[src/rtl/video_host_ctrl.sv]
// Host-side register window for the video block: vblank/NMI status, two-write
// scroll/address latch and host VRAM accesses sequenced onto the shared cart bus.
module video_host_ctrl #(
  parameter int P_INC_LARGE = 32,
  parameter int P_VADDR_W   = 14
) (
  input  logic                 I_clock,
  input  logic                 I_reset,
  input  logic                 I_host_cs,
  input  logic [2:0]           I_host_addr,
  input  logic                 I_host_wren,
  input  logic [7:0]           I_host_data,
  output logic [7:0]           O_host_data,
  output logic                 O_host_nmi,
  output logic                 O_host_busy,
  input  logic                 I_vblank_set,
  input  logic                 I_vblank_clr,
  input  logic                 I_spr0_hit,
  input  logic                 I_spr_ovf,
  input  logic                 I_rend_req,
  input  logic [P_VADDR_W-1:0] I_rend_addr,
  output logic [7:0]           O_ctrl,
  output logic [7:0]           O_mask,
  output logic [7:0]           O_scroll_x,
  output logic [7:0]           O_scroll_y,
  output logic [7:0]           O_oam_addr,
  output logic                 O_oam_wren,
  output logic [7:0]           O_oam_data,
  output logic [P_VADDR_W-1:0] O_cart_addr,
  output logic                 O_cart_wren,
  input  logic [7:0]           I_cart_data,
  output logic [7:0]           O_cart_data
);

  typedef enum logic [1:0] {
    S_IDLE    = 2'd0,
    S_ACCESS  = 2'd1,
    S_CAPTURE = 2'd2
  } state_t;

  localparam logic [P_VADDR_W-1:0] LP_INC_LARGE = P_VADDR_W'(P_INC_LARGE);
  localparam logic [P_VADDR_W-1:0] LP_INC_ONE   = P_VADDR_W'(1);

  // Host handshake: I_host_cs is a one-cycle strobe with no backpressure.
  // O_host_busy is advisory; DATA writes while busy are dropped and DATA
  // reads while busy return the buffer without starting a new fetch.

  state_t                 r_state;
  state_t                 w_state_nxt;
  logic [7:0]             r_ctrl;
  logic [7:0]             r_mask;
  logic [7:0]             r_scroll_x;
  logic [7:0]             r_scroll_y;
  logic [7:0]             r_oam_addr;
  logic                   r_oam_wren;
  logic [7:0]             r_oam_data;
  logic                   r_toggle;
  logic [7:0]             r_latch;
  logic [7:0]             r_rbuf;
  logic [7:0]             r_host_data;
  logic                   r_vblank;
  logic                   r_nmi;
  logic [P_VADDR_W-1:0]   r_vaddr;
  logic [P_VADDR_W-1:0]   r_taddr;
  logic [P_VADDR_W-1:0]   r_req_addr;
  logic                   r_req_wr;
  logic [7:0]             r_req_data;

  logic                   w_rd;
  logic                   w_wr;
  logic                   w_status_rd;
  logic                   w_data_start;
  logic                   w_addr_lo_wr;
  logic                   w_complete;
  logic [7:0]             w_rd_data;
  logic [7:0]             w_ctrl_nxt;
  logic                   w_vblank_nxt;
  logic [P_VADDR_W-1:0]   w_vaddr_inc;
  logic [P_VADDR_W-1:0]   w_cart_addr;
  logic                   w_cart_wren;
  logic [7:0]             w_cart_data;

  assign w_rd         = I_host_cs & ~I_host_wren;
  assign w_wr         = I_host_cs &  I_host_wren;
  assign w_status_rd  = w_rd && (I_host_addr == 3'd2);
  assign w_data_start = I_host_cs && (I_host_addr == 3'd7) && (r_state == S_IDLE);
  assign w_addr_lo_wr = w_wr && (I_host_addr == 3'd6) && r_toggle;
  assign w_vaddr_inc  = r_req_addr + (r_ctrl[2] ? LP_INC_LARGE : LP_INC_ONE);
  assign w_ctrl_nxt   = (w_wr && (I_host_addr == 3'd0)) ? I_host_data : r_ctrl;
  // A set pulse beats both the clear pulse and a coincident STATUS read.
  assign w_vblank_nxt = I_vblank_set | (r_vblank & ~I_vblank_clr & ~w_status_rd);

  always_comb begin
    w_rd_data = r_latch;
    case (I_host_addr)
      3'd2:    w_rd_data = {r_vblank, I_spr0_hit, I_spr_ovf, r_latch[4:0]};
      3'd7:    w_rd_data = r_rbuf;
      default: w_rd_data = r_latch;
    endcase
  end

  // Sequencer next state and cart bus ownership.
  always_comb begin
    w_state_nxt = r_state;
    w_complete  = 1'b0;
    w_cart_addr = I_rend_addr;
    w_cart_wren = 1'b0;
    w_cart_data = 8'h00;
    case (r_state)
      S_IDLE: begin
        if (w_data_start) w_state_nxt = S_ACCESS;
      end
      S_ACCESS: begin
        if (!I_rend_req) begin
          w_cart_addr = r_req_addr;
          w_cart_wren = r_req_wr;
          w_cart_data = r_req_data;
          if (r_req_wr) begin
            w_state_nxt = S_IDLE;
            w_complete  = 1'b1;
          end else begin
            w_state_nxt = S_CAPTURE;
          end
        end
      end
      S_CAPTURE: begin
        w_state_nxt = S_IDLE;
        w_complete  = 1'b1;
      end
      default: w_state_nxt = S_IDLE;
    endcase
  end

  always_ff @(posedge I_clock or negedge I_reset) begin
    if (!I_reset) r_state <= S_IDLE;
    else          r_state <= w_state_nxt;
  end

  always_ff @(posedge I_clock or negedge I_reset) begin
    if (!I_reset) begin
      r_ctrl      <= 8'h00;
      r_mask      <= 8'h00;
      r_scroll_x  <= 8'h00;
      r_scroll_y  <= 8'h00;
      r_oam_addr  <= 8'h00;
      r_oam_wren  <= 1'b0;
      r_oam_data  <= 8'h00;
      r_toggle    <= 1'b0;
      r_latch     <= 8'h00;
      r_rbuf      <= 8'h00;
      r_host_data <= 8'h00;
      r_vblank    <= 1'b0;
      r_nmi       <= 1'b0;
      r_vaddr     <= '0;
      r_taddr     <= '0;
      r_req_addr  <= '0;
      r_req_wr    <= 1'b0;
      r_req_data  <= 8'h00;
    end else begin
      r_vblank   <= w_vblank_nxt;
      r_nmi      <= w_vblank_nxt & w_ctrl_nxt[7];
      r_ctrl     <= w_ctrl_nxt;
      r_oam_wren <= w_wr && (I_host_addr == 3'd4);

      if (w_rd) r_host_data <= w_rd_data;
      if (w_wr) r_latch     <= I_host_data;

      if (w_wr && (I_host_addr == 3'd1)) r_mask <= I_host_data;

      // The address advances the cycle after the write pulse so the pulse
      // is presented with the address it targets.
      if (w_wr && (I_host_addr == 3'd3))      r_oam_addr <= I_host_data;
      else if (r_oam_wren)                    r_oam_addr <= r_oam_addr + 8'd1;
      if (w_wr && (I_host_addr == 3'd4))      r_oam_data <= I_host_data;

      if (w_status_rd) begin
        r_toggle <= 1'b0;
      end else if (w_wr && ((I_host_addr == 3'd5) || (I_host_addr == 3'd6))) begin
        r_toggle <= ~r_toggle;
      end

      if (w_wr && (I_host_addr == 3'd5)) begin
        if (r_toggle) r_scroll_y <= I_host_data;
        else          r_scroll_x <= I_host_data;
      end

      if (w_wr && (I_host_addr == 3'd6)) begin
        if (r_toggle) r_taddr[7:0]           <= I_host_data;
        else          r_taddr[P_VADDR_W-1:8] <= I_host_data[P_VADDR_W-9:0];
      end

      // A completing ADDR write overrides the post-access increment.
      if (w_addr_lo_wr)    r_vaddr <= {r_taddr[P_VADDR_W-1:8], I_host_data};
      else if (w_complete) r_vaddr <= w_vaddr_inc;

      if (w_data_start) begin
        r_req_addr <= r_vaddr;
        r_req_wr   <= I_host_wren;
        r_req_data <= I_host_data;
      end

      if (r_state == S_CAPTURE) r_rbuf <= I_cart_data;
    end
  end

  assign O_host_data = r_host_data;
  assign O_host_nmi  = r_nmi;
  assign O_host_busy = (r_state != S_IDLE);
  assign O_ctrl      = r_ctrl;
  assign O_mask      = r_mask;
  assign O_scroll_x  = r_scroll_x;
  assign O_scroll_y  = r_scroll_y;
  assign O_oam_addr  = r_oam_addr;
  assign O_oam_wren  = r_oam_wren;
  assign O_oam_data  = r_oam_data;
  assign O_cart_addr = w_cart_addr;
  assign O_cart_wren = w_cart_wren;
  assign O_cart_data = w_cart_data;

endmodule

[config.mk]
export PLATFORM = sky130hd
export DESIGN_NAME = video_host_ctrl
export DESIGN_NICKNAME = d
export VERILOG_FILES = /design/src/rtl/video_host_ctrl.sv
export SDC_FILE = /design/constraint.sdc
export NUM_CORES = 1
export LEC_CHECK = 0
export BUFFER_PORTS_ARGS = -buffer_cell sky130_fd_sc_hd__buf_2
export CAP_MARGIN = 20
export CORE_MARGIN = 2
export CORE_UTILIZATION = 50
export DETAILED_ROUTE_END_ITERATION = 6
export HOLD_SLACK_MARGIN = 0.06
export PLACE_DENSITY = 0.87
export SLEW_MARGIN = 10
export SYNTH_ARGS = -nofsm -noshare
export SYNTH_HDL_FRONTEND = slang
export SYNTH_SLANG_ARGS = --single-unit
[constraint.sdc]
create_clock -name I_clock -period 3.8 [get_ports I_clock]
set_clock_uncertainty 0.2 [all_clocks]
set_input_delay 0.57 -clock I_clock [delete_from_list [all_inputs] [get_ports I_clock]]
set_output_delay 0.57 -clock I_clock [all_outputs]
set_load 0.005 [all_outputs]
Word-level counts from Yosys, hierarchy flattened
Cells that the tools add are included.

word-level totals
  bits in registers = 121
  input port bits = 42
  output and inout bits = 82
  word-level logic and storage cells = 87

cells by class
  add/subtract/negate cells = 2
  equal/unequal tests = 11
  muxes and demuxes = 22
  bitwise gates (word level) = 10
  reductions and logical operators = 22

operator list
  kind                                                  count
  two-way mux 14 bit                                    4
  two-way mux 8 bit                                     5
  one-hot mux 8 bit (2 select lines)                    1
  adder 14 x 6 -> 14 bit                                1
  equality test 3 bit (second input constant)           4
  logical AND 1 bit                                     11
  adder 8 x 1 -> 8 bit (second input constant)          1
  AND reduction 2 bit                                   4
  nonzero test 2 bit                                    4
  equality test 3 x 2 -> 1 bit (second input constant)  2
  two-way mux 1 bit                                     6
  two-way mux 2 bit                                     3
  two-way mux 6 bit                                     1
  bitwise AND 1 bit                                     5
  != test 2 bit (second input constant)                 2
  NOT 1 bit                                             4
  one-hot mux 2 bit (2 select lines)                    1
  equality test 3 x 1 -> 1 bit (second input constant)  1
  zero test 3 bit                                       1
  equality test 2 x 1 -> 1 bit (second input constant)  1
  equality test 2 bit (second input constant)           1
  zero test 2 bit                                       1
  one-hot mux 1 bit (2 select lines)                    1
  logical OR 1 bit                                      1
  bitwise OR 1 bit                                      1

Depth between registers and ports, before layout
Gate-level depths: netlist of run 1.

  word-level depth = 7
  depth in mapped cells = 8
  depth with buffers taken out = 8

Least setup slack after synthesis of run 1
Ideal clock, no wire load.

  path type = register to output
  start = reg r_state[1]
  end = out O_cart_addr[11]
  arrival time = 1.247 ns
  data required time = 3.030 ns
  path slack = 1.783 ns
  stages on the path, launching flop included = 7
  path buffers = 1
  path through = dfrtp_1 -> inv_1 -> ha_1 -> nor2b_1 -> clkbuf_1 -> nand2_1 -> nand2_1

between the ends
  word-level cells in the longest chain between the ends = 2

RTL lines
  item                          RTL line  text
  start, declared               48        state_t r_state;
  start signal, assigned        136       else r_state <= w_state_nxt;
  equality test 2 x 1 -> 1 bit  109       case (r_state)
  two-way mux 14 bit            109
  end, declared                 29        output logic [P_VADDR_W-1:0] O_cart_addr,

Every way passes these cells.

Final worst setup path of run 1
  start = reg r_state[1]
  end = out O_cart_addr[3]

Same word-level chain as after synthesis.

==> impl_metrics.csv, run 1 <==
group,metric,value,unit
outcome,status,"completed",
cts,clkLatencyLatePin,510,ps
cts,cts_sinks,121,
die,die_w,109.4,um
pwr,p_leak,3.278,nW
cells_and_area,area.growth.synth_to_final,22.11,%
grt,grt_pass1_wl,21690,um
sta,max_freq,355.3,MHz
min_path,hp-class,"input pin to flip-flop",
yosys,seq_area_frac_synth,54.55,%
sta,setup_viol,0,
yosys,yosysWarnings,0,
grt,grt_usage,24.13,%
min_path,min_from,"I_cart_data[5]",
grt,grt_max_degree,67,
die,core_area,10840,um2
cts,cts-htree-levels,4,
grt,grt_pass1_vias,4226,
pwr,total_power,4.568,mW
sta,setup_tns,0,ps
sta,slew_viol_final,0,
drt,drc_errors,0,
worst_setup_path,reg2reg_to,"r_vaddr[10]",
place,dpl.cell_count,715,
cts,cts-root-buf,"clkbuf_8",
sta,setup_ws,985.4,ps
sta,rsz0062_at_grt,"no",
min_path,min_path_cells,2,
place,numPortBuffers,123,
sta,holdWs,90.01,ps
pwr,powerDensity,673.9,nW/um2
drt,antenna_left,0,
worst_setup_path,r2r_slack,1530,ps
cts,cts_tree,"done",
yosys,avgSynthCellArea,11.71,um2
place,dpl-instance-area,6242,um2
yosys,synth.cell_area,5550,um2
cells_and_area,final_layout_size_suffix_gt1_share,40.10,%
die,fp.dieH,109.4,um
die,io_pins,124,
worst_setup_path,critPathKind,"flip-flop to output port",
drt,dr_total_vias,4084,
die,start_util,51.20,%
worst_setup_path,end_kind,"output port",
min_path,min_to,"r_rbuf[5]",
job,drv_cap,0,
cells_and_area,utilization,62.52,%
drt,routed_wirelength,13710,um
worst_setup_path,worst_ep_arrival_time,2040,ps
worst_setup_path,worstPathMaxFanout,15,
drt,dr_wl_met3,772,um
place,post-place-ws,1046,ps
worst_setup_path,worstRegToRegCells,8,
grt,antenna_found_initial,1,
worst_setup_path,rr_startpoint,"O_ctrl[2]",
die,rows,38,
sta,hold_violations,0,
place,place_hpwl,9188,um
worst_setup_path,crit_start,"r_state[1]",
drt,dr_wl_met2,7146,um
sta,min_period,2815,ps
grt,grt_overflow,0,
drt,wl_per_cell,18.35,um
drt,routed_via_density,5.467,
cells_and_area,instances_no_fill,747,
yosys,syn-num-nets,523,
drt,first_iter_violations,305,
yosys,synthCells,474,
cells_and_area,layout.nets,645,
cells_and_area,nFillCells,839,
cts,clk_pin_slew,50,ps
sta,slew_headroom,47.07,%
drt,wl_met1,5610,um
pwr,ir_drop,0.3792,mV
drt,first_pass_iters,5,
cells_and_area,final_area,6778,um2
drt,top_layer,"met4",
yosys,ys_ff_latch,121,
yosys,synth.distinct_cells,45,
place,routabilityCongestion,0.7976,
cts,postCtsSetupRepairBufs,0,
cts,cts_inserted_buffers,17,
die,die_area,11960,um2
worst_setup_path,startpoint_type,"flip-flop",
sta,worst_slew_pin_slew,790.4,ps
sta,min_period_over_period,74.07,%
cts,ctsLongestPathBuffers,2,
worst_setup_path,required,3030,ps
[area by class of cell]
type	count	area, um2	area share [%]
inverter	8	30.03	0.4430
clock inverter	3	15.01	0.2215
sequential	121	3028	44.67
tap	140	175.2	2.584
clock buffer	26	498.0	7.347
multi-input combinational	319	2349	34.65
timing repair buffer	129	680.7	10.04
antenna	1	2.502	0.03692
[per-layer routing]
metal / global-route usage (%) / vias up
li1: - / 1880
met1: 30.28 / 2058
met2: 40.92 / 133
met3: 5.276 / 13
met4: 9.222 / 0
met5: 0 / -
[cell usage after synthesis (all sizes together)]
cell | count | area share, %
mux2 | 82 | 17
nor2b | 2 | 0.23
a211oi | 1 | 0.14
dfrtp | 121 | 55
a41oi | 2 | 0.32
ha | 7 | 1.6
a31o | 1 | 0.16
or3 | 1 | 0.11
xnor2 | 4 | 0.63
o21ai | 37 | 3.3
nand2b | 5 | 0.56
and2 | 11 | 1.2
nor2 | 13 | 1.2
inv | 8 | 0.54
xor2 | 14 | 2.2
and3 | 4 | 0.45
a22oi | 6 | 0.81
mux2i | 9 | 1.6
a22o | 4 | 0.63
nand3 | 8 | 0.90
nand2 | 79 | 5.4
and3b | 1 | 0.16
a311oi | 1 | 0.16
nand4 | 6 | 0.68
nor3 | 3 | 0.56
nand4b | 2 | 0.32
a21oi | 10 | 0.90
o31ai | 2 | 0.27
nor3b | 3 | 0.50
clkbuf | 8 | 0.59
o21a | 1 | 0.14
buf | 18 | 2.0
[report_power, final]
part           internal (mW)  leakage [nW]  switching (mW)
Clock                  0.872         0.257           0.514
Combinational          0.607          1.51           0.540
Sequential              1.71          1.52           0.330
Total                   3.18          3.28            1.38
[state kept, by name (all words and copies together), names as in the netlist]
register and cells:
r_req_addr 14, r_state 2, O_oam_wren 1, r_taddr 6, r_req_data 8, O_oam_data 8, r_vaddr 14, O_ctrl 8
r_latch 8, O_host_data 8, r_toggle 1, O_host_nmi 1, O_mask 8, r_vblank 1, O_scroll_y 8, r_rbuf 8
r_req_wr 1, O_scroll_x 8, O_oam_addr 8
[worst max path at each step]
stage,endpoint,slack [ps],depth (start not counted)
after floorplan,O_cart_addr[11],1780,6
after detailed placement,r_req_addr[4],1050,4
after global routing,O_cart_addr[10],820,5
final,O_cart_addr[3],990,6
after global placement,r_req_addr[4],1060,4
after CTS,O_cart_addr[10],940,5
[timing repair]
| action | CTS | global route |
|---|---|---|
| hold buffers | 1 | 1 |
| hold endpoints to repair | 55 | 1 |
| resized for setup | 0 | 0 |
[worst max-delay path: stages (launching register included)]
cell and delay, ps:
dfrtp_1 390, inv_1 90, ha_1 250, nand2b_1 450, nand2_1 130, nand2_1 100, buf_2 120
[logic make-up after synthesis]
logic type	share of synthesized area, %
and+or+nand+nor	12.38
muxes	18.67
AOI/OAI and AO/OA	6.853
adders and majority gates	1.578
DFF	54.55
xor gates and xnor gates	2.840
buffers and inverters	3.133
[placed cells by master (no fill, tap or decap), drive strengths merged, types with 2 or more instances in the layout]
cell type and instances:
nand4b 2, nor3b 3, nand4 6, a22o 4, clkbuf 26, clkinv 3
nor3 3, xor2 14, inv 8, xnor2 4, nand3 8, nand2b 5
a41oi 2, nor2 13, mux2 82, a21oi 10, dfrtp 121, dlygate4sd3 2
mux2i 9, nor2b 2, and3 4, ha 7, o21ai 37, buf 127
o31ai 2, a22oi 6, nand2 79, and2 11
Note: power is estimated with default switching activity, not from simulation.
==> run 2: changes to the inputs <==
==> constraint.sdc (replaced) <==
create_clock -name I_clock -period 2.6 [get_ports I_clock]
set_clock_uncertainty 0.2 [all_clocks]
set_input_delay 0.39 -clock I_clock [delete_from_list [all_inputs] [get_ports I_clock]]
set_output_delay 0.39 -clock I_clock [all_outputs]
set_load 0.005 [all_outputs]
==> impl_metrics.csv, run 2 (same netlist as run 1, synthesis figures left out) <==
group,metric,value,unit
outcome,status,"completed",
cells_and_area,antennaDiodeCount,0,
worst_setup_path,critical_path.top_delay_family,"flip-flops",
drt,routed_via_density,5.577,
drt,first_iter_violations,348,
cells_and_area,layout.nets,672,
worst_setup_path,path_cells,"inv_1, ha_2, nor2b_4, buf_6, and2_1, buf_2",
drt,antenna_left,0,
die,core_area,10840,um2
cells_and_area,final_layout_size_suffix_gt1_share,40.57,%
grt,grt_overflow,0,
drt,drc_errors,0,
job,drv_cap,0,
cts,cts_sinks,121,
grt,grt_max_degree,122,
cells_and_area,area.growth.synth_to_final,29.91,%
worst_setup_path,startpoint_type,"flip-flop",
cts,postCtsSetupRepairBufs,0,
drt,dr_total_vias,4328,
worst_setup_path,reg2reg_to,"r_vaddr[10]",
pwr,p_leak,3.467,nW
cells_and_area,layout_common_cells,"122 x buf_2, 121 x dfrtp_1, 77 x nand2_1",
cts,cts_inserted_buffers,17,
place,routabilityCongestion,0.9093,
worst_setup_path,rr_startpoint,"O_ctrl[2]",
min_path,min_from,"I_host_data[1]",
cells_and_area,ff_latch_area,3028,um2
cells_and_area,nFillCells,755,
cts,cts_tree,"done",
worst_setup_path,critPathSlowestCell,"dfrtp_1",
min_path,hp-class,"input pin to flip-flop",
worst_setup_path,cpPeakStageDelay,410,ps
cts,cts-root-buf,"clkbuf_8",
die,die_area,11960,um2
die,io_pins,124,
place,numPortBuffers,123,
place,place_hpwl,9099,um
place,post-place-ws,434.3,ps
worst_setup_path,worstPathMaxFanout,11,
cts,cts-htree-levels,4,
worst_setup_path,critPathKind,"flip-flop to output port",
worst_setup_path,required,2010,ps
die,start_util,51.20,%
grt,grt_pass1_vias,4315,
cts,clk_pin_slew,60,ps
sta,min_period_over_period,96.95,%
cts,ctsLongestPathBuffers,2,
cells_and_area,utilization,66.52,%
sta,worst_slew_pin_slew,641.0,ps
drt,routed_wirelength,14570,um
grt,antenna_found_initial,0,
pwr,ir_drop,0.6421,mV
die,rows,38,
sta,setup_ws,79.41,ps
sta,min_period,2521,ps
cells_and_area,instances_no_fill,776,
sta,holdWs,83.83,ps
pwr,powerDensity,1027,nW/um2
cells_and_area,reg_top3,"r_req_addr (14), r_vaddr (14)",
drt,first_pass_iters,6,
worst_setup_path,worstRegToRegCells,8,
worst_setup_path,cp_num_buf_inv,3,
pwr,total_power,7.404,mW
die,fp.dieH,109.4,um
grt,grt_usage,25.15,%
die,die_w,109.4,um
cts,clkLatencyLatePin,530,ps
min_path,min_path_cells,3,
place,dpl.cell_count,719,
sta,setup_viol,0,
sta,slew_viol_final,0,
sta,max_freq,396.7,MHz
cells_and_area,layout_commonest_cell,"buf_2",
drt,wl_per_cell,18.77,um
worst_setup_path,r2r_slack,420,ps
worst_setup_path,end_kind,"output port",
min_path,min_to,"O_oam_addr[1]",
worst_setup_path,worst_ep_arrival_time,1930,ps
cells_and_area,multi_input_area,2361,um2
grt,grt_pass1_wl,22340,um
sta,hold_violations,0,
sta,slew_headroom,57.27,%
run 2: layout make-up:
type                    count  share of cell area, %
clock buffers              20                  6.316
clock inverters            12                  3.037
inverters                   8                 0.4164
multi-input cells         319                  32.74
flip-flops and latches    121                  41.99
well taps                 140                  2.429
repair buffers            156                  13.07
run 2: per-layer routing:
metal | part of all wire, % | vias to the layer above | global-route usage [%]
met5 | 0 | - | 0
met4 | 2.6 | 0 | 12.03
li1 | - | 1947 | -
met3 | 7.4 | 35 | 7.054
met2 | 51 | 204 | 41.01
met1 | 39 | 2142 | 30.95
run 2: through the flow:
step                TNS, ps  area, um2
floorplan                 0       5550
global placement          0       6272
detailed placement        0       6272
CTS                       0       7196
global route         -6.535       7211
finish                    0       7211
run 2: power breakdown:
group          internal, mW  total [mW]  leakage, nW  switching [mW]
clock                  1.82        2.66        0.327           0.838
sequential             2.49        3.00         1.52           0.505
combinational         0.932        1.75         1.62           0.817
run 2: worst reg2reg max path, stage by stage (launching register included):
cell and delay (ps):
dfrtp_1 420, inv_1 80, ha_1 190, ha_1 230, nand3_1 130, o21ai_1 330
nand3_1 130, nor3b_1 150, o31ai_1 230
run 2: repair_timing:
item / CTS / global route
cloned: 0 / 1
endpoints found under the hold margin: 150 / 0
gates resized for setup: 3 / 4
endpoints found under the setup margin: 16 / 21
hold buffers: 24 / 0
pin swaps: 0 / 0
run 2: worst max-delay path by stage:
stage,cells past startpoint,from,endpoint
2_1_floorplan,8,O_ctrl[2],r_vaddr[10]
6_report,6,r_state[1],O_cart_data[7]
5_1_grt,7,r_state[1],O_cart_addr[13]
3_5_place_dp,6,I_host_cs,O_scroll_x[3]
4_1_cts,6,r_state[1],O_cart_data[7]
3_3_place_gp,6,r_state[1],O_cart_addr[10]
